<file path="config.mk">
export PLATFORM = sky130hd
export DESIGN_NAME = qcw_burst_sequencer_flat
export DESIGN_NICKNAME = d
export VERILOG_FILES = /design/src/rtl/qcw_pkg.sv /design/src/rtl/qcw_burst_sequencer_if.sv /design/src/rtl/qcw_phase_ramp.sv /design/src/rtl/qcw_burst_sequencer.sv /design/src/flat_wrapper.sv
export SDC_FILE = /design/constraint.sdc
export NUM_CORES = 1
export LEC_CHECK = 0
export CORE_UTILIZATION = 51
export CTS_CLUSTER_DIAMETER = 150
export CTS_CLUSTER_SIZE = 8
export DETAILED_ROUTE_END_ITERATION = 8
export GPL_ROUTABILITY_DRIVEN = 0
export PLACE_DENSITY_LB_ADDON = 0.1
export SLEW_MARGIN = 20
export SYNTH_ARGS = -nofsm -noshare
export SYNTH_HDL_FRONTEND = slang
export SYNTH_SLANG_ARGS = --single-unit
</file>
<file path="constraint.sdc">
create_clock -name clk -period 9.1 [get_ports clk]
set_input_delay 1.82 -clock clk [delete_from_list [all_inputs] [get_ports clk]]
set_output_delay 1.82 -clock clk [all_outputs]
set_load 0.05 [all_outputs]
</file>
<file path="src/rtl/qcw_pkg.sv">
// qcw_pkg -- shared definitions for the QCW burst sequencer.
// Holds the FSM state encoding, the default phase_shift limits, the
// cycle_limit / cooldown / phase widths and the phase clamp helper.
package qcw_pkg;

  localparam int PHASE_MIN_DEF = 50;
  localparam int PHASE_MAX_DEF = 254;
  localparam int PHASE_W       = 8;
  localparam int CYCLE_LIMIT_W = 16;
  localparam int COOLDOWN_W    = 24;

  typedef enum logic [2:0] {
    ST_IDLE     = 3'd0,
    ST_LAUNCH   = 3'd1,
    ST_RUN      = 3'd2,
    ST_HALTING  = 3'd3,
    ST_COOLDOWN = 3'd4,
    ST_FAULT    = 3'd5
  } state_e;

  // Clamp a phase value into [lo, hi].
  function automatic logic [PHASE_W-1:0] clamp_phase(
    input logic [PHASE_W-1:0] v,
    input logic [PHASE_W-1:0] lo,
    input logic [PHASE_W-1:0] hi
  );
    logic [PHASE_W-1:0] r;
    if (v < lo) begin
      r = lo;
    end else if (v > hi) begin
      r = hi;
    end else begin
      r = v;
    end
    return r;
  endfunction

endpackage

</file>
<file path="src/rtl/qcw_burst_sequencer_if.sv">
// qcw_burst_sequencer_if -- handshake bundle between the burst sequencer
// and the bridge driver.
//   drv_start          sequencer -> driver, one-clock start pulse
//   drv_halt           sequencer -> driver, halt request
//   drv_phase_shift    sequencer -> driver, phase_shift (8 bit)
//   drv_cycle_limit    sequencer -> driver, cycle_limit (16 bit)
//   drv_ready          driver -> sequencer, idle/ready
//   drv_cycle_finished driver -> sequencer, per-cycle pulse
//   drv_fault          driver -> sequencer, fault
// Modports: master = sequencer side, slave = driver side.
interface qcw_burst_sequencer_if;
  import qcw_pkg::*;

  logic                     drv_start;
  logic                     drv_halt;
  logic [PHASE_W-1:0]       drv_phase_shift;
  logic [CYCLE_LIMIT_W-1:0] drv_cycle_limit;
  logic                     drv_ready;
  logic                     drv_cycle_finished;
  logic                     drv_fault;

  modport master (
    output drv_start, drv_halt, drv_phase_shift, drv_cycle_limit,
    input  drv_ready, drv_cycle_finished, drv_fault
  );

  modport slave (
    input  drv_start, drv_halt, drv_phase_shift, drv_cycle_limit,
    output drv_ready, drv_cycle_finished, drv_fault
  );

endinterface

</file>
<file path="src/rtl/qcw_phase_ramp.sv">
// qcw_phase_ramp -- registered phase_shift ramp generator.
//   clk, rst    clock, asynchronous active-high reset (phase -> PHASE_MIN)
//   load        load load_value (already clamped) into the phase register
//   load_value  starting phase of a burst
//   step_en     advance the ramp by one step
//   step        ramp increment
//   limit       ramp ceiling (already clamped, never above PHASE_MAX)
//   phase       registered phase_shift output
module qcw_phase_ramp
  import qcw_pkg::*;
#(
  parameter int PHASE_MIN = PHASE_MIN_DEF
) (
  input  logic               clk,
  input  logic               rst,
  input  logic               load,
  input  logic [PHASE_W-1:0] load_value,
  input  logic               step_en,
  input  logic [PHASE_W-1:0] step,
  input  logic [PHASE_W-1:0] limit,
  output logic [PHASE_W-1:0] phase
);

  logic [PHASE_W-1:0] phase_r;
  logic [PHASE_W-1:0] next_phase_s;
  logic [PHASE_W:0]   sum_s;

  // Next phase: load, or saturating step computed one bit wider so it cannot wrap
  always_comb begin
    sum_s        = {1'b0, phase_r} + {1'b0, step};
    next_phase_s = phase_r;
    if (load) begin
      next_phase_s = load_value;
    end else if (step_en) begin
      // A ceiling below the start phase means an inverted range: hold.
      if (limit < phase_r) begin
        next_phase_s = phase_r;
      end else if (sum_s > {1'b0, limit}) begin
        next_phase_s = limit;
      end else begin
        next_phase_s = sum_s[PHASE_W-1:0];
      end
    end else begin
      next_phase_s = phase_r;
    end
  end

  // Phase register
  always_ff @(posedge clk or posedge rst) begin
    if (rst) begin
      phase_r <= PHASE_W'(PHASE_MIN);
    end else begin
      phase_r <= next_phase_s;
    end
  end

  assign phase = phase_r;

endmodule

</file>
<file path="src/rtl/qcw_burst_sequencer.sv">
// qcw_burst_sequencer -- launches repeated QCW bursts on a bridge driver,
// ramping phase_shift per driver cycle, with stop/abort, watchdog, fault
// latching and a post-burst cooldown.
//   clk, rst            clock, asynchronous active-high reset
//   en                  launch bursts repeatedly
//   phase_start/end     ramp start / final phase_shift (clamped)
//   phase_step          ramp increment per driver cycle
//   burst_cycles        driver cycle_limit per burst
//   cooldown            dead-time clocks after each burst
//   stop, fault_clr     abort running burst / clear latched fault
//   drv                 driver handshake (master modport)
//   busy, fault_latched state != IDLE / state == FAULT
//   burst_count         completed bursts, wrapping
// All outputs are registered; registered outputs are decoded from the next
// state so they line up with the state they describe.
module qcw_burst_sequencer
  import qcw_pkg::*;
#(
  parameter int PHASE_MIN = PHASE_MIN_DEF,
  parameter int PHASE_MAX = PHASE_MAX_DEF,
  parameter int WD_CLKS   = 4096
) (
  input  logic                     clk,
  input  logic                     rst,
  input  logic                     en,
  input  logic [PHASE_W-1:0]       phase_start,
  input  logic [PHASE_W-1:0]       phase_end,
  input  logic [PHASE_W-1:0]       phase_step,
  input  logic [CYCLE_LIMIT_W-1:0] burst_cycles,
  input  logic [COOLDOWN_W-1:0]    cooldown,
  input  logic                     stop,
  input  logic                     fault_clr,
  qcw_burst_sequencer_if.master    drv,
  output logic                     busy,
  output logic                     fault_latched,
  output logic [15:0]              burst_count
);

  localparam int                 WD_W    = $clog2(WD_CLKS + 1);
  localparam logic [WD_W-1:0]    WD_LAST = WD_W'(WD_CLKS - 1);
  localparam logic [PHASE_W-1:0] PMIN8   = PHASE_W'(PHASE_MIN);
  localparam logic [PHASE_W-1:0] PMAX8   = PHASE_W'(PHASE_MAX);

  state_e                   state_r;
  state_e                   next_state_s;
  logic                     ready_q_r;
  logic [WD_W-1:0]          wd_r;
  logic [COOLDOWN_W-1:0]    cd_r;
  logic [PHASE_W-1:0]       cfg_end_r;
  logic [PHASE_W-1:0]       cfg_step_r;
  logic [COOLDOWN_W-1:0]    cfg_cooldown_r;
  logic                     start_r;
  logic                     halt_r;
  logic                     busy_r;
  logic                     fault_r;
  logic [15:0]              count_r;
  logic [CYCLE_LIMIT_W-1:0] cycle_limit_r;
  logic [PHASE_W-1:0]       phase_s;
  logic [PHASE_W-1:0]       start_clamped_s;
  logic                     ready_rise_s;
  logic                     wd_trip_s;
  logic                     launch_s;
  logic                     complete_s;
  logic                     cd_load_s;
  logic [COOLDOWN_W-1:0]    cd_val_s;
  logic                     wd_halt_s;

  assign start_clamped_s = clamp_phase(phase_start, PMIN8, PMAX8);
  assign ready_rise_s    = drv.drv_ready & ~ready_q_r;
  // The watchdog trips on the clock the counter would reach WD_CLKS.
  assign wd_trip_s       = (wd_r == WD_LAST) & ~drv.drv_cycle_finished;

  // Next-state and transition strobes; priority fault > watchdog > stop,
  // except that a ready rise coinciding with stop still counts as completion
  always_comb begin
    next_state_s = state_r;
    launch_s     = 1'b0;
    complete_s   = 1'b0;
    cd_load_s    = 1'b0;
    cd_val_s     = cfg_cooldown_r;
    wd_halt_s    = 1'b0;
    case (state_r)
      ST_IDLE: begin
        if (en && drv.drv_ready && !drv.drv_fault) begin
          next_state_s = ST_LAUNCH;
          launch_s     = 1'b1;
        end else begin
          next_state_s = ST_IDLE;
        end
      end
      ST_LAUNCH: begin
        if (drv.drv_fault) begin
          next_state_s = ST_FAULT;
        end else begin
          next_state_s = ST_RUN;
        end
      end
      ST_RUN: begin
        if (drv.drv_fault) begin
          next_state_s = ST_FAULT;
        end else if (wd_trip_s) begin
          next_state_s = ST_FAULT;
          wd_halt_s    = 1'b1;
        end else if (ready_rise_s) begin
          next_state_s = ST_COOLDOWN;
          complete_s   = 1'b1;
          cd_load_s    = 1'b1;
        end else if (stop) begin
          next_state_s = ST_HALTING;
        end else begin
          next_state_s = ST_RUN;
        end
      end
      ST_HALTING: begin
        if (drv.drv_fault) begin
          next_state_s = ST_FAULT;
        end else if (wd_trip_s) begin
          next_state_s = ST_FAULT;
          wd_halt_s    = 1'b1;
        end else if (drv.drv_ready) begin
          next_state_s = ST_COOLDOWN;
          cd_load_s    = 1'b1;
        end else begin
          next_state_s = ST_HALTING;
        end
      end
      ST_COOLDOWN: begin
        // Timer loaded with N gives max(N,1) COOLDOWN clocks.
        if (drv.drv_fault) begin
          next_state_s = ST_FAULT;
        end else if (cd_r <= 24'd1) begin
          next_state_s = ST_IDLE;
        end else begin
          next_state_s = ST_COOLDOWN;
        end
      end
      ST_FAULT: begin
        if (fault_clr && !drv.drv_fault) begin
          next_state_s = ST_COOLDOWN;
          cd_load_s    = 1'b1;
          cd_val_s     = cooldown;
        end else begin
          next_state_s = ST_FAULT;
        end
      end
      default: begin
        next_state_s = ST_IDLE;
      end
    endcase
  end

  // State register
  always_ff @(posedge clk or posedge rst) begin
    if (rst) begin
      state_r <= ST_IDLE;
    end else begin
      state_r <= next_state_s;
    end
  end

  // Registered status/handshake outputs decoded from the next state
  always_ff @(posedge clk or posedge rst) begin
    if (rst) begin
      start_r <= 1'b0;
      halt_r  <= 1'b0;
      busy_r  <= 1'b0;
      fault_r <= 1'b0;
    end else begin
      start_r <= (next_state_s == ST_LAUNCH);
      halt_r  <= (next_state_s == ST_HALTING) | wd_halt_s;
      busy_r  <= (next_state_s != ST_IDLE);
      fault_r <= (next_state_s == ST_FAULT);
    end
  end

  // Burst config latched on entry to LAUNCH and held for the whole burst
  always_ff @(posedge clk or posedge rst) begin
    if (rst) begin
      cfg_end_r      <= 8'd0;
      cfg_step_r     <= 8'd0;
      cfg_cooldown_r <= 24'd0;
      cycle_limit_r  <= 16'd0;
    end else if (launch_s) begin
      cfg_end_r      <= clamp_phase(phase_end, PMIN8, PMAX8);
      cfg_step_r     <= phase_step;
      cfg_cooldown_r <= cooldown;
      cycle_limit_r  <= burst_cycles;
    end
  end

  // Completed-burst counter and driver-ready edge detector
  always_ff @(posedge clk or posedge rst) begin
    if (rst) begin
      count_r   <= 16'd0;
      ready_q_r <= 1'b0;
    end else begin
      ready_q_r <= drv.drv_ready;
      if (complete_s) begin
        count_r <= count_r + 16'd1;
      end
    end
  end

  // Watchdog: clocks since the last driver cycle pulse while RUN/HALTING
  always_ff @(posedge clk or posedge rst) begin
    if (rst) begin
      wd_r <= '0;
    end else if ((state_r == ST_RUN || state_r == ST_HALTING) && !drv.drv_cycle_finished) begin
      wd_r <= wd_r + WD_W'(1);
    end else begin
      wd_r <= '0;
    end
  end

  // Cooldown timer
  always_ff @(posedge clk or posedge rst) begin
    if (rst) begin
      cd_r <= 24'd0;
    end else if (cd_load_s) begin
      cd_r <= cd_val_s;
    end else if (state_r == ST_COOLDOWN && cd_r != 24'd0) begin
      cd_r <= cd_r - 24'd1;
    end
  end

  qcw_phase_ramp #(
    .PHASE_MIN (PHASE_MIN)
  ) u_ramp (
    .clk        (clk),
    .rst        (rst),
    .load       (launch_s),
    .load_value (start_clamped_s),
    .step_en    ((state_r == ST_RUN) && drv.drv_cycle_finished),
    .step       (cfg_step_r),
    .limit      (cfg_end_r),
    .phase      (phase_s)
  );

  assign drv.drv_start       = start_r;
  assign drv.drv_halt        = halt_r;
  assign drv.drv_phase_shift = phase_s;
  assign drv.drv_cycle_limit = cycle_limit_r;
  assign busy                = busy_r;
  assign fault_latched       = fault_r;
  assign burst_count         = count_r;

endmodule
</file>
<file path="src/flat_wrapper.sv">
// flat-port wrapper written by rule: the top's interface ports become plain ports
module qcw_burst_sequencer_flat import qcw_pkg::*;
#(
  parameter int PHASE_MIN = PHASE_MIN_DEF,
  parameter int PHASE_MAX = PHASE_MAX_DEF,
  parameter int WD_CLKS   = 4096
)
  (clk, rst, en, phase_start, phase_end, phase_step, burst_cycles, cooldown, stop, fault_clr, busy, fault_latched, burst_count, drv_drv_start, drv_drv_halt, drv_drv_phase_shift, drv_drv_cycle_limit, drv_drv_ready, drv_drv_cycle_finished, drv_drv_fault);
  qcw_burst_sequencer_if drv_i ();
  input  logic clk;
  input  logic rst;
  input  logic en;
  input  logic [PHASE_W-1:0] phase_start;
  input  logic [PHASE_W-1:0] phase_end;
  input  logic [PHASE_W-1:0] phase_step;
  input  logic [CYCLE_LIMIT_W-1:0] burst_cycles;
  input  logic [COOLDOWN_W-1:0] cooldown;
  input  logic stop;
  input  logic fault_clr;
  output logic busy;
  output logic fault_latched;
  output logic [15:0] burst_count;
  output wire logic [$bits(drv_i.drv_start)-1:0] drv_drv_start;
  output wire logic [$bits(drv_i.drv_halt)-1:0] drv_drv_halt;
  output wire logic [$bits(drv_i.drv_phase_shift)-1:0] drv_drv_phase_shift;
  output wire logic [$bits(drv_i.drv_cycle_limit)-1:0] drv_drv_cycle_limit;
  input wire logic [$bits(drv_i.drv_ready)-1:0] drv_drv_ready;
  input wire logic [$bits(drv_i.drv_cycle_finished)-1:0] drv_drv_cycle_finished;
  input wire logic [$bits(drv_i.drv_fault)-1:0] drv_drv_fault;
  assign drv_drv_start = drv_i.drv_start;
  assign drv_drv_halt = drv_i.drv_halt;
  assign drv_drv_phase_shift = drv_i.drv_phase_shift;
  assign drv_drv_cycle_limit = drv_i.drv_cycle_limit;
  assign drv_i.drv_ready = drv_drv_ready;
  assign drv_i.drv_cycle_finished = drv_drv_cycle_finished;
  assign drv_i.drv_fault = drv_drv_fault;
  qcw_burst_sequencer #(.PHASE_MIN(PHASE_MIN), .PHASE_MAX(PHASE_MAX), .WD_CLKS(WD_CLKS)) u_core (.clk(clk), .rst(rst), .en(en), .phase_start(phase_start), .phase_end(phase_end), .phase_step(phase_step), .burst_cycles(burst_cycles), .cooldown(cooldown), .stop(stop), .fault_clr(fault_clr), .drv(drv_i), .busy(busy), .fault_latched(fault_latched), .burst_count(burst_count));
endmodule
</file>
# Yosys cells after proc, flatten, opt, wreduce, memory -nomap -nowiden
# Index checks and enable logic that the tools add are counted.
[op_classes] add_sub_neg=4 n_lt_le_gt_ge=7 eq_ne=10 n_mux=40 bitwise_logic=5 n_reduce_logical=16
[op_table] cell="$mux W24" n=4
[op_table] cell="$mux W8" n=8
[op_table] cell="$mux W3" n=9
[op_table] cell="$le A24 B1 Y1 const B" n=1
[op_table] cell="$reduce_bool A24 Y1" n=1
[op_table] cell="$sub A24 B1 Y24 const B" n=1
[op_table] cell="$pmux W3 S6" n=1
[op_table] cell="$add A16 B1 Y16 const B" n=1
[op_table] cell="$gt A8 B8 Y1 const B" n=2
[op_table] cell="$lt A8 B6 Y1 const B" n=2
[op_table] cell="$mux W1" n=16
[op_table] cell="$add A13 B1 Y13 const B" n=1
[op_table] cell="$eq A13 B12 Y1 const B" n=1
[op_table] cell="$mux W13" n=1
[op_table] cell="$add A8 B8 Y9" n=1
[op_table] cell="$eq A3 B2 Y1 const B" n=3
[op_table] cell="$eq A3 B3 Y1 const B" n=3
[op_table] cell="$gt A9 B8 Y1" n=1
[op_table] cell="$lt A8 B8 Y1" n=1
[op_table] cell="$eq A3 B1 Y1 const B" n=2
[op_table] cell="$logic_and A1 B1 Y1" n=6
[op_table] cell="$reduce_bool A2 Y1" n=2
[op_table] cell="$logic_not A3 Y1" n=1
[op_table] cell="$pmux W1 S3" n=1
[op_table] cell="other kinds (9)" n=12
[totals] inputBits=72 output_inout_bits=44 elab_cells=96 register_bits=125

# Longest topological paths before layout
# Gate-level depths: netlist of run 1.
[depth] depth_word=8 depth_mapped=14 mapped_depth_nobuf=13

# Cells and area by module
# From an unflattened synthesis of run 1, not the netlist that was laid out.
[unflattened] cells_unflattened=728 hier_area_um2=6723.9
[by_module_without_submodules] mod="qcw_burst_sequencer" cells_per_inst=588 n_inst=1 seq_area_each_um2=2927.8 area_each_um2=5527.8
[by_module_without_submodules] mod="qcw_phase_ramp" cells_per_inst=140 n_inst=1 seq_area_each_um2=203.9 area_each_um2=1196.1

# Least setup slack after synthesis of run 1
# Ideal clock, no wire load.
[synth_timing] path_type="register -> register" startpoint="reg u_core.u_ramp.phase_r[0], in the netlist u_core.u_ramp.phase[0]" endpoint="reg u_core.u_ramp.phase_r[6], in the netlist u_core.u_ramp.phase[6]" arrival_ps=3701 synth_period_minus_slack_ps=3795 required_time_ps=9006 path_slack_ps=5305 setup_time_ps=94 path_buffers=1 stages_incl_launch_ff=14 cell_sequence="dfrtp_1 -> ha_1 -> fa_1 -> a211oi_1 -> o21bai_1 -> a21oi_1 -> xnor2_1 -> ha_1 -> or4_1 -> a2111oi_0 -> o22ai_1 -> clkbuf_1 -> mux2i_1 -> a211oi_1"
[synth_via] elab_chain_cells=6 elab_cells_between_ends=9 cone_classes="1 x add/sub; 2 x order compare; 1 x eq/ne; 4 x mux; 1 x reduce/logical"
[synth_lines] item="from (decl)" line_no="qcw_phase_ramp.sv:24" rtl="logic [PHASE_W-1:0] phase_r;"
[synth_lines] item="from (signal assigned)" line_no="qcw_phase_ramp.sv:51" rtl="phase_r <= PHASE_W'(PHASE_MIN);"
[synth_lines] item="from (signal assigned)" line_no="qcw_phase_ramp.sv:53" rtl="phase_r <= next_phase_s;"
[synth_lines] item="$add A8 B8 Y9" line_no="qcw_phase_ramp.sv:30" rtl="sum_s = {1'b0, phase_r} + {1'b0, step};"
[synth_lines] item="$gt A9 B8 Y1" line_no="qcw_phase_ramp.sv:38" rtl="end else if (sum_s > {1'b0, limit}) begin"
[synth_lines] item="$mux W8" line_no="qcw_phase_ramp.sv:38"
[synth_lines] item="$mux W8" line_no="qcw_phase_ramp.sv:36" rtl="if (limit < phase_r) begin"
[synth_lines] item="$mux W8" line_no="qcw_phase_ramp.sv:34" rtl="end else if (step_en) begin"
[synth_lines] item="$mux W8" line_no="qcw_phase_ramp.sv:32" rtl="if (load) begin"
# Parallel ways exist; a longest one is shown, timed or not. The select of a mux whose other input is x is not followed.
# A chain may end at the register's enable or synchronous reset.

# Worst setup path in the final report of run 1
[layout_timing] startpoint="in drv_drv_cycle_finished" endpoint="reg u_core.cd_r[12]"
[layout_via] elab_chain_cells=6 elab_cells_between_ends=9 cone_classes="6 x mux; 2 x bitwise; 1 x reduce/logical"
[layout_lines] item="from (decl)" line_no="flat_wrapper.sv:28" rtl="input wire logic [$bits(drv_i.drv_cycle_finished)-1:0] drv_drv_cycle_finished;"
[layout_lines] item="$not A1 Y1 *" line_no="qcw_burst_sequencer.sv:71" rtl="assign wd_trip_s = (wd_r == WD_LAST) & ~drv.drv_cycle_finished;"
[layout_lines] item="$and A1 B1 Y1 *" line_no="qcw_burst_sequencer.sv:71"
[layout_lines] item="$mux W1 (on tied branches)" line_no="qcw_burst_sequencer.sv:117, qcw_burst_sequencer.sv:101"
[layout_lines] item="$mux W1 (on tied branches)" line_no="qcw_burst_sequencer.sv:115, qcw_burst_sequencer.sv:99"
[layout_lines] item="$pmux W1 S3 *" line_no="qcw_burst_sequencer.sv:82" rtl="case (state_r)"
[layout_lines] item="$mux W24 or $reduce_bool A2 Y1 (tied branches)"
[layout_lines] item="to (signal assigned)" line_no="qcw_burst_sequencer.sv:220" rtl="cd_r <= cd_val_s;"
[layout_lines] item="to (signal assigned)" line_no="qcw_burst_sequencer.sv:222" rtl="cd_r <= cd_r - 24'd1;"
[layout_lines] item="to (decl)" line_no="qcw_burst_sequencer.sv:48" rtl="logic [COOLDOWN_W-1:0] cd_r;"
# Every way passes the cells marked *; elsewhere a longest branch is shown, timed or not.

==> impl_metrics.tcl, run 1 <==
set metrics [dict create \
    vias_per_cell 5.61 \
    max_cap_violations 0 \
    grt_start_max_net_pins 84 \
    synthXorXnorAreaFrac_pct 5.02 \
    synth_commonest_cells "174 x sky130_fd_sc_hd__nand2_1, 122 x sky130_fd_sc_hd__dfrtp_1, 45 x sky130_fd_sc_hd__nor2_1" \
    hold_buffers 0 \
    cell_with_the_most_instances_after_synthesis "sky130_fd_sc_hd__nand2_1" \
    netSwitchingFraction_pct 41.2 \
    drt-wirelength-per-cell_um 15.9 \
    crit_fanout 15 \
    worst_ep_required_time_ns 9.42 \
    cpMostUsedCell "sky130_fd_sc_hd__nand2_1" \
    synth.ff_latch_count 125 \
    clk_transition_reported_paths_ns 0.05 \
    finalSetupViolations 0 \
    power.share.sequential_pct 32.1 \
    grt-ovfl-total 0 \
    clock_latency_ns 0.42 \
    synth_simple_gate_area_share_pct 24.5 \
    clock_path_buffers 2 \
    synth_largest_area_cell "sky130_fd_sc_hd__dfrtp_1" \
    via_count_of_the_first_global_routing_pass 5698 \
    layout-drive-gt1-share_pct 6.49 \
    cellInternalPower_mw 1.74 \
    synth_compound_gate_area_share_pct 12.6 \
    reg2reg_setup_slack_ns 5.11 \
    clock_power_share_pct 23.6 \
    ir_worst_vdd_uv 289 \
    drtAntennaViolNets 0 \
    hold_path.class "reg2reg" \
    power.static_leakage_nw 3.91 \
    number_of_pins_exceeding_their_max_slew_limit_in_the_final_report 0 \
    power.total_mw 2.96 \
    postLayoutCellArea_um2 8560 \
    slowest_delay_ns 0.56 \
    aggregate_routed_wire_length_mm 16.2 \
    drt_iter0_drc 353 \
    syn_inst 721 \
    worstHoldPathCells 1 \
    drt-pass1-iter-count 5 \
    die_width_um 116 \
    p_sw_mw 1.22 \
    buffer_ports.inserted 115 \
    buffers_inserted_by_post_cts_timing_repair 0 \
    path_cells "clkdlybuf4s50_1 -> nor3b_1 -> nand4_1 -> nand2_1 -> nand2_1 -> and3_1 -> a311oi_1" \
    synth-warning-count 0 \
    outcome "finished clean" \
    grt_pass1_wl_mm 27.2 \
    post_synthesis_to_final_layout_area_growth_pct 29.1 \
    worst_hold_startpoint "u_core.burst_count[15]" \
    grt_antenna_before_repair 0 \
    n_antenna_cell 0 \
    combinationalPowerShare_pct 44.4 \
    globalRouteMet1Util_pct 31.6 \
    finalHoldWorstSlack_ns 0.466 \
    synth_top_family_by_area "simple AND/OR/NAND/NOR gates" \
    fin_crit_sh_pct 44.4 \
    tightestPinTransition_ns 0.790 \
    synth_top_area_share_pct 46.1 \
    rr_startpoint "u_core.u_ramp.phase[0]" \
    worst_clock_skew_ns 0.00508 \
    num_vias 5717 \
    root_buffer "sky130_fd_sc_hd__clkbuf_16" \
    nFillCells 1026 \
    hold_violations 0 \
    timing.reg2reg.worst_path_depth 12 \
    synth_cell_type_count 67 \
    postSynth.topFlopCell "sky130_fd_sc_hd__dfrtp_1" \
    powerDensity_nw_per_um2 346 \
    avgSynthCellArea_um2 9.19 \
    timing.critical_path.to_type "flip-flop" \
    drcViolationCount 0 \
    dpl.hpwl_mm 11.2 \
    cts.htree.levels 4 \
    worst_ep_arrival_time_ns 4.36 \
    worst_setup_path_category "in2reg" \
    cts-buffers-inserted 17 \
    setup_total_negative_slack_ns 0 \
    die_y_um 116 \
    dieArea_um2 13500 \
    maxSlewHeadroom_pct 47.3 \
    dpl-instance-area_um2 7940 \
    grt_peak_use_layer "met2" \
    ioPinCount 116 \
    synth.net_count 822 \
    groute.layer.met2.usage_pct 45.4 \
    min_period_ns 4.04 \
    slowest_stage "sky130_fd_sc_hd__nand2_1" \
    synth_sequential_area_ratio_pct 47.2 \
    synth_adder_area_share_pct 5.59 \
    design.final.nets 935 \
    start_util_pct 52.3 \
    worstHoldEndpoint "u_core.burst_count[15]" \
    core_region_area_um2 12700 \
    groute.layer.met3.usage_pct 6.38 \
    setup.worst_path.start_class "input pin" \
    synth.area.mux_share_pct 1.83 \
    unrepaired_setup_endpoints_after_global_routing "false" \
    netlist_top_cells_area "sky130_fd_sc_hd__dfrtp_1 46%, sky130_fd_sc_hd__nand2_1 9.9%, sky130_fd_sc_hd__ha_1 5.3%, sky130_fd_sc_hd__xor2_1 3.2%, sky130_fd_sc_hd__nor2_1 2.5%" \
    fmax_mhz 248 \
    syn-cell-area_um2 6630 \
    synth_enable_flop_cells 0 \
    share_of_synthesized_registers_carrying_an_async_set_or_reset_pct 100 \
    worst_r2r_endpoint "u_core.u_ramp.phase[0]" \
    cts_resized 0 \
    cts_tree "built" \
    globalRouteTotalUtil_pct 26.2 \
    cts_num_sinks 125 \
    placement_rows 41 \
]
worst max-delay path by stage:
stage / from / end / cells after the start / slack (ns)
finish: drv_drv_cycle_finished / u_core.cd_r[12] / 7 / 5.06
global route: u_core.u_ramp.phase[0] / u_core.u_ramp.phase[6] / 12 / 4.71
CTS: drv_drv_cycle_finished / u_core.cd_r[12] / 7 / 5.07
detailed placement: drv_drv_cycle_finished / u_core.cd_r[12] / 7 / 4.63
global placement: drv_drv_cycle_finished / u_core.cd_r[12] / 7 / 4.74
floorplan: rst / u_core.burst_count[0] / 1 / 3.96
critical path, delay by kind of cell:
family                 cells  cell delay [ns]
AOI/OAI and AO/OA          1             0.24
buffers and inverters      1             0.45
and+or+nand+nor            5             1.84
through the flow:
step | utilization (%) | setup WS [ns] | instances
CTS | 67.5 | 5.07 | 1019
finish | 67.6 | 5.06 | 1019
global placement | 62.7 | 4.74 | 987
global route | 67.6 | 4.71 | 1019
detailed placement | 62.7 | 4.63 | 987
floorplan | - | 3.96 | 721
per-layer routing:
layer | vias up | share of wire, % | wire length, µm
met3 | 27 | 4.7 | 761
li1 | 2768 | - | -
met1 | 2763 | 42 | 6750
met5 | - | 0 | 0
met4 | 0 | 1.9 | 300
met2 | 159 | 52 | 8350
placed cells by master (no fill, tap or decap), drive strengths merged, types with 3 or more instances in the layout:
cell type / instances
bufinv: 3
nor3b: 4
nand2b: 4
a221o: 6
a31oi: 3
o21ai: 26
nand2: 174
or3: 3
or4: 5
mux2i: 11
o22ai: 8
dfstp: 3
nor2b: 3
a211oi: 8
xnor2: 14
a22oi: 10
nand3: 28
and2: 4
nand4: 19
and3: 9
inv: 33
clkdlybuf4s50: 115
a311oi: 4
nor4: 11
nor3: 18
dfrtp: 122
ha: 28
xor2: 24
a21oi: 20
clkinv: 5
buf: 4
clkbuf: 22
o31ai: 5
o211ai: 3
and4: 4
nor2: 45
nand4b: 3
sequential cells by signal, indices dropped and copies added, names as in the netlist, 8 cells and up:
| register | cells |
|---|---|
| u_core.cfg_end_r | 8 |
| u_core.cd_r | 24 |
| u_core.u_ramp.phase | 8 |
| u_core.wd_r | 13 |
| u_core.drv.drv_cycle_limit | 16 |
| u_core.cfg_step_r | 8 |
| u_core.burst_count | 16 |
| u_core.cfg_cooldown_r | 24 |
logic make-up after synthesis:
group           Yosys count
compound gates          119
xor+xnor                 38
fa+ha+maj                29
buf+inv                  58
flops                   125
mux                      12
simple gates            340
power groups by stage:
stage | Sequential (mW) | Clock (mW) | Combinational [mW]
3_3_place_gp | 0.943 | 0 | 1.24
2_1_floorplan | 1.10 | 0 | 0.761
6_report | 0.948 | 0.697 | 1.31
5_1_grt | 0.973 | 0.732 | 1.45
3_5_place_dp | 0.948 | 0 | 1.29
4_1_cts | 0.945 | 0.706 | 1.30
layout make-up:
class                      instances  area [µm²]  area share (%)
multi-input combinational        538        3290            38.4
sequential                       125        3130            36.6
timing repair buffer             119        1180            13.8
clock buffer                      22         474            5.54
tap                              172         215            2.51
clock inverter                    10         138            1.61
inverter                          33         126            1.48
Note: power is estimated with default switching activity, not from simulation.
==> run 2: changes to the inputs <==
- CORE_UTILIZATION: 51 -> 48
- clock period: 9.1 -> 3.6 ns (I/O delays scaled with it)
==> run 2 against run 1 <==
Against the previous run:
- global-route usage fell by 1.5 points
- largest power group unchanged
- cell area rose by 1.2%
- power rose to 2.6 times the previous value
- sequential share of layout area fell by 0.43 points
- wire length rose by 3.5%
- utilization fell by 2.6 points
- sequential cell count did not move
- largest cell class unchanged
- cell count rose by 1.4%
- via count rose by 0.82%
- non-clock buffer count rose by 12
==> impl_metrics.tcl, run 2 (same netlist as run 1, synthesis figures left out) <==
set metrics [dict create \
    outcome "finished clean" \
    clock_latency_ns 0.42 \
    grt-ovfl-total 0 \
    max_cap_violations 0 \
    dpl.hpwl_mm 11.7 \
    worst_slack_ns 0.136 \
    via_count_of_the_first_global_routing_pass 5747 \
    core_region_area_um2 13300 \
    finalSetupViolations 0 \
    finalHoldWorstSlack_ns 0.464 \
    postLayoutCellArea_um2 8670 \
    layout_top_registers "u_core.cd_r x24, u_core.cfg_cooldown_r x24" \
    fmax_mhz 289 \
    buffer_ports.inserted 115 \
    worst_setup_path_category "reg2reg" \
    worst_r2r_endpoint "u_core.u_ramp.phase[0]" \
    critical_path_start "u_core.u_ramp.phase[4]" \
    worstHoldEndpoint "u_core.burst_count[15]" \
    cts-buffers-inserted 17 \
    grt_start_max_net_pins 126 \
    die_y_um 120 \
    worst_ep_required_time_ns 3.92 \
    hold_violations 0 \
    worstHoldPathCells 1 \
    placement_rows 42 \
    path_cells "ha_1 -> or4_1 -> o21ai_0 -> a21oi_1 -> xor2_1 -> ha_1 -> or4_4 -> a2111oi_4 -> o22ai_2 -> buf_4 -> mux2i_1 -> a211oi_1" \
    drt-pass1-iter-count 5 \
    drcViolationCount 0 \
    maxSlewHeadroom_pct 37.9 \
    powerDensity_nw_per_um2 882 \
    worst_ep_arrival_time_ns 3.79 \
    timing.reg2reg.worst_path_depth 12 \
    vias_per_cell 5.58 \
    grt_pass1_wl_mm 27.7 \
    hold_path.class "reg2reg" \
    drt_iter0_drc 266 \
    post_synthesis_to_final_layout_area_growth_pct 30.7 \
    ioPinCount 116 \
    drt-wirelength-per-cell_um 16.2 \
    clock_path_buffers 2 \
    mostFrequentLayoutCells "174 x sky130_fd_sc_hd__nand2_1, 121 x sky130_fd_sc_hd__dfrtp_1, 115 x sky130_fd_sc_hd__clkdlybuf4s50_1" \
    crit_fanout 7 \
    n_antenna_cell 0 \
    ir_worst_vdd_uv 704 \
    dpl-instance-area_um2 8060 \
    detailedPlace.worstSlack_ns -0.0890 \
    num_vias 5764 \
    timing.critical_path.to_type "flip-flop" \
    cts_tree "built" \
    drtAntennaViolNets 0 \
    worst_hold_startpoint "u_core.burst_count[15]" \
    globalRouteTotalUtil_pct 24.8 \
    fin_crit_sh_pct 96.2 \
    setup.worst_path.start_class "flip-flop" \
    cpMostUsedCell "sky130_fd_sc_hd__ha_1" \
    cts.htree.levels 4 \
    die_width_um 120 \
    slowest_delay_ns 0.55 \
    min_period_ns 3.46 \
    worstPathBufferInverterCount 1 \
    root_buffer "sky130_fd_sc_hd__clkbuf_16" \
    setup_total_negative_slack_ns 0 \
    worst_clock_skew_ns 0.00643 \
    crit_family "simple AND/OR/NAND/NOR gates" \
    grt_antenna_before_repair 0 \
    aggregate_routed_wire_length_mm 16.7 \
    clk_transition_reported_paths_ns 0.06 \
    number_of_pins_exceeding_their_max_slew_limit_in_the_final_report 0 \
    dieArea_um2 14300 \
    final_common_cell "sky130_fd_sc_hd__nand2_1" \
    hold_buffers 0 \
    rr_startpoint "u_core.u_ramp.phase[4]" \
    start_util_pct 49.7 \
    power.static_leakage_nw 3.96 \
    reg2reg_setup_slack_ns 0.14 \
    slowest_stage "sky130_fd_sc_hd__dfstp_2" \
    cts_num_sinks 125 \
    design.final.nets 947 \
    power.total_mw 7.64 \
    layout-drive-gt1-share_pct 8.28 \
    tightestPinTransition_ns 0.929 \
]
[run 2: cell count changes in the layout (fill, tap and decap cells not counted), moves of 2 or more]
cell / change
sky130_fd_sc_hd__clkbuf_8: +2
sky130_fd_sc_hd__clkinv_4: -2
sky130_fd_sc_hd__clkinv_2: +2
sky130_fd_sc_hd__buf_4: +11
sky130_fd_sc_hd__bufinv_16: -2
sky130_fd_sc_hd__buf_12: +2
[run 2: how the worst max path moves through the flow]
stage	end	slack, ns	depth (start not counted)
floorplan	u_core.u_ramp.phase[6]	0.01	12
global placement	u_core.u_ramp.phase[0]	0.07	13
detailed placement	u_core.u_ramp.phase[6]	-0.09	13
CTS	u_core.u_ramp.phase[6]	0.003	12
global route	u_core.u_ramp.phase[6]	-0.03	13
finish	u_core.u_ramp.phase[0]	0.14	12
[run 2: stage by stage]
stage               std cells  util (%)
global route             1033      64.9
finish                   1033      64.9
detailed placement       1002      60.3
CTS                      1032      64.6
global placement         1002      60.3
floorplan                 721         -
[run 2: area by class of cell]
type,instances,area [µm²]
tap,176,220
timing repair buffer,131,1300
clock inverter,7,62.6
clock buffer,23,498
sequential,125,3130
multi-input combinational,538,3330
fill,1111,4680
inverter,33,128
[run 2: where the power goes]
group / internal, mW / leakage, nW / switching (mW)
Sequential: 1.93 / 1.57 / 0.449
Combinational: 1.53 / 2.10 / 2.12
Clock: 1.03 / 0.280 / 0.595
[run 2: timing repair]
item                                    in CTS  in global routing
pin swaps                                    0                  3
setup buffers                                0                  1
endpoints found under the setup margin       5                  8
gates resized for setup                      3                  4
[run 2: routing by layer]
metal / global-route usage (%) / up-vias / wire (µm) / part of all wire (%)
met2: 41.7 / 158 / 8280 / 50
met1: 29.7 / 2787 / 7160 / 43
met3: 6.13 / 32 / 852 / 5.1
li1: - / 2787 / - / -
met4: 11.6 / 0 / 426 / 2.5
met5: 0 / - / 0 / 0
==> run 3: changes to the inputs <==
- HOLD_SLACK_MARGIN: unset -> 0.12
==> results of run 3 <==
No change in the layout: final DEF, timing and power equal those of run 2.
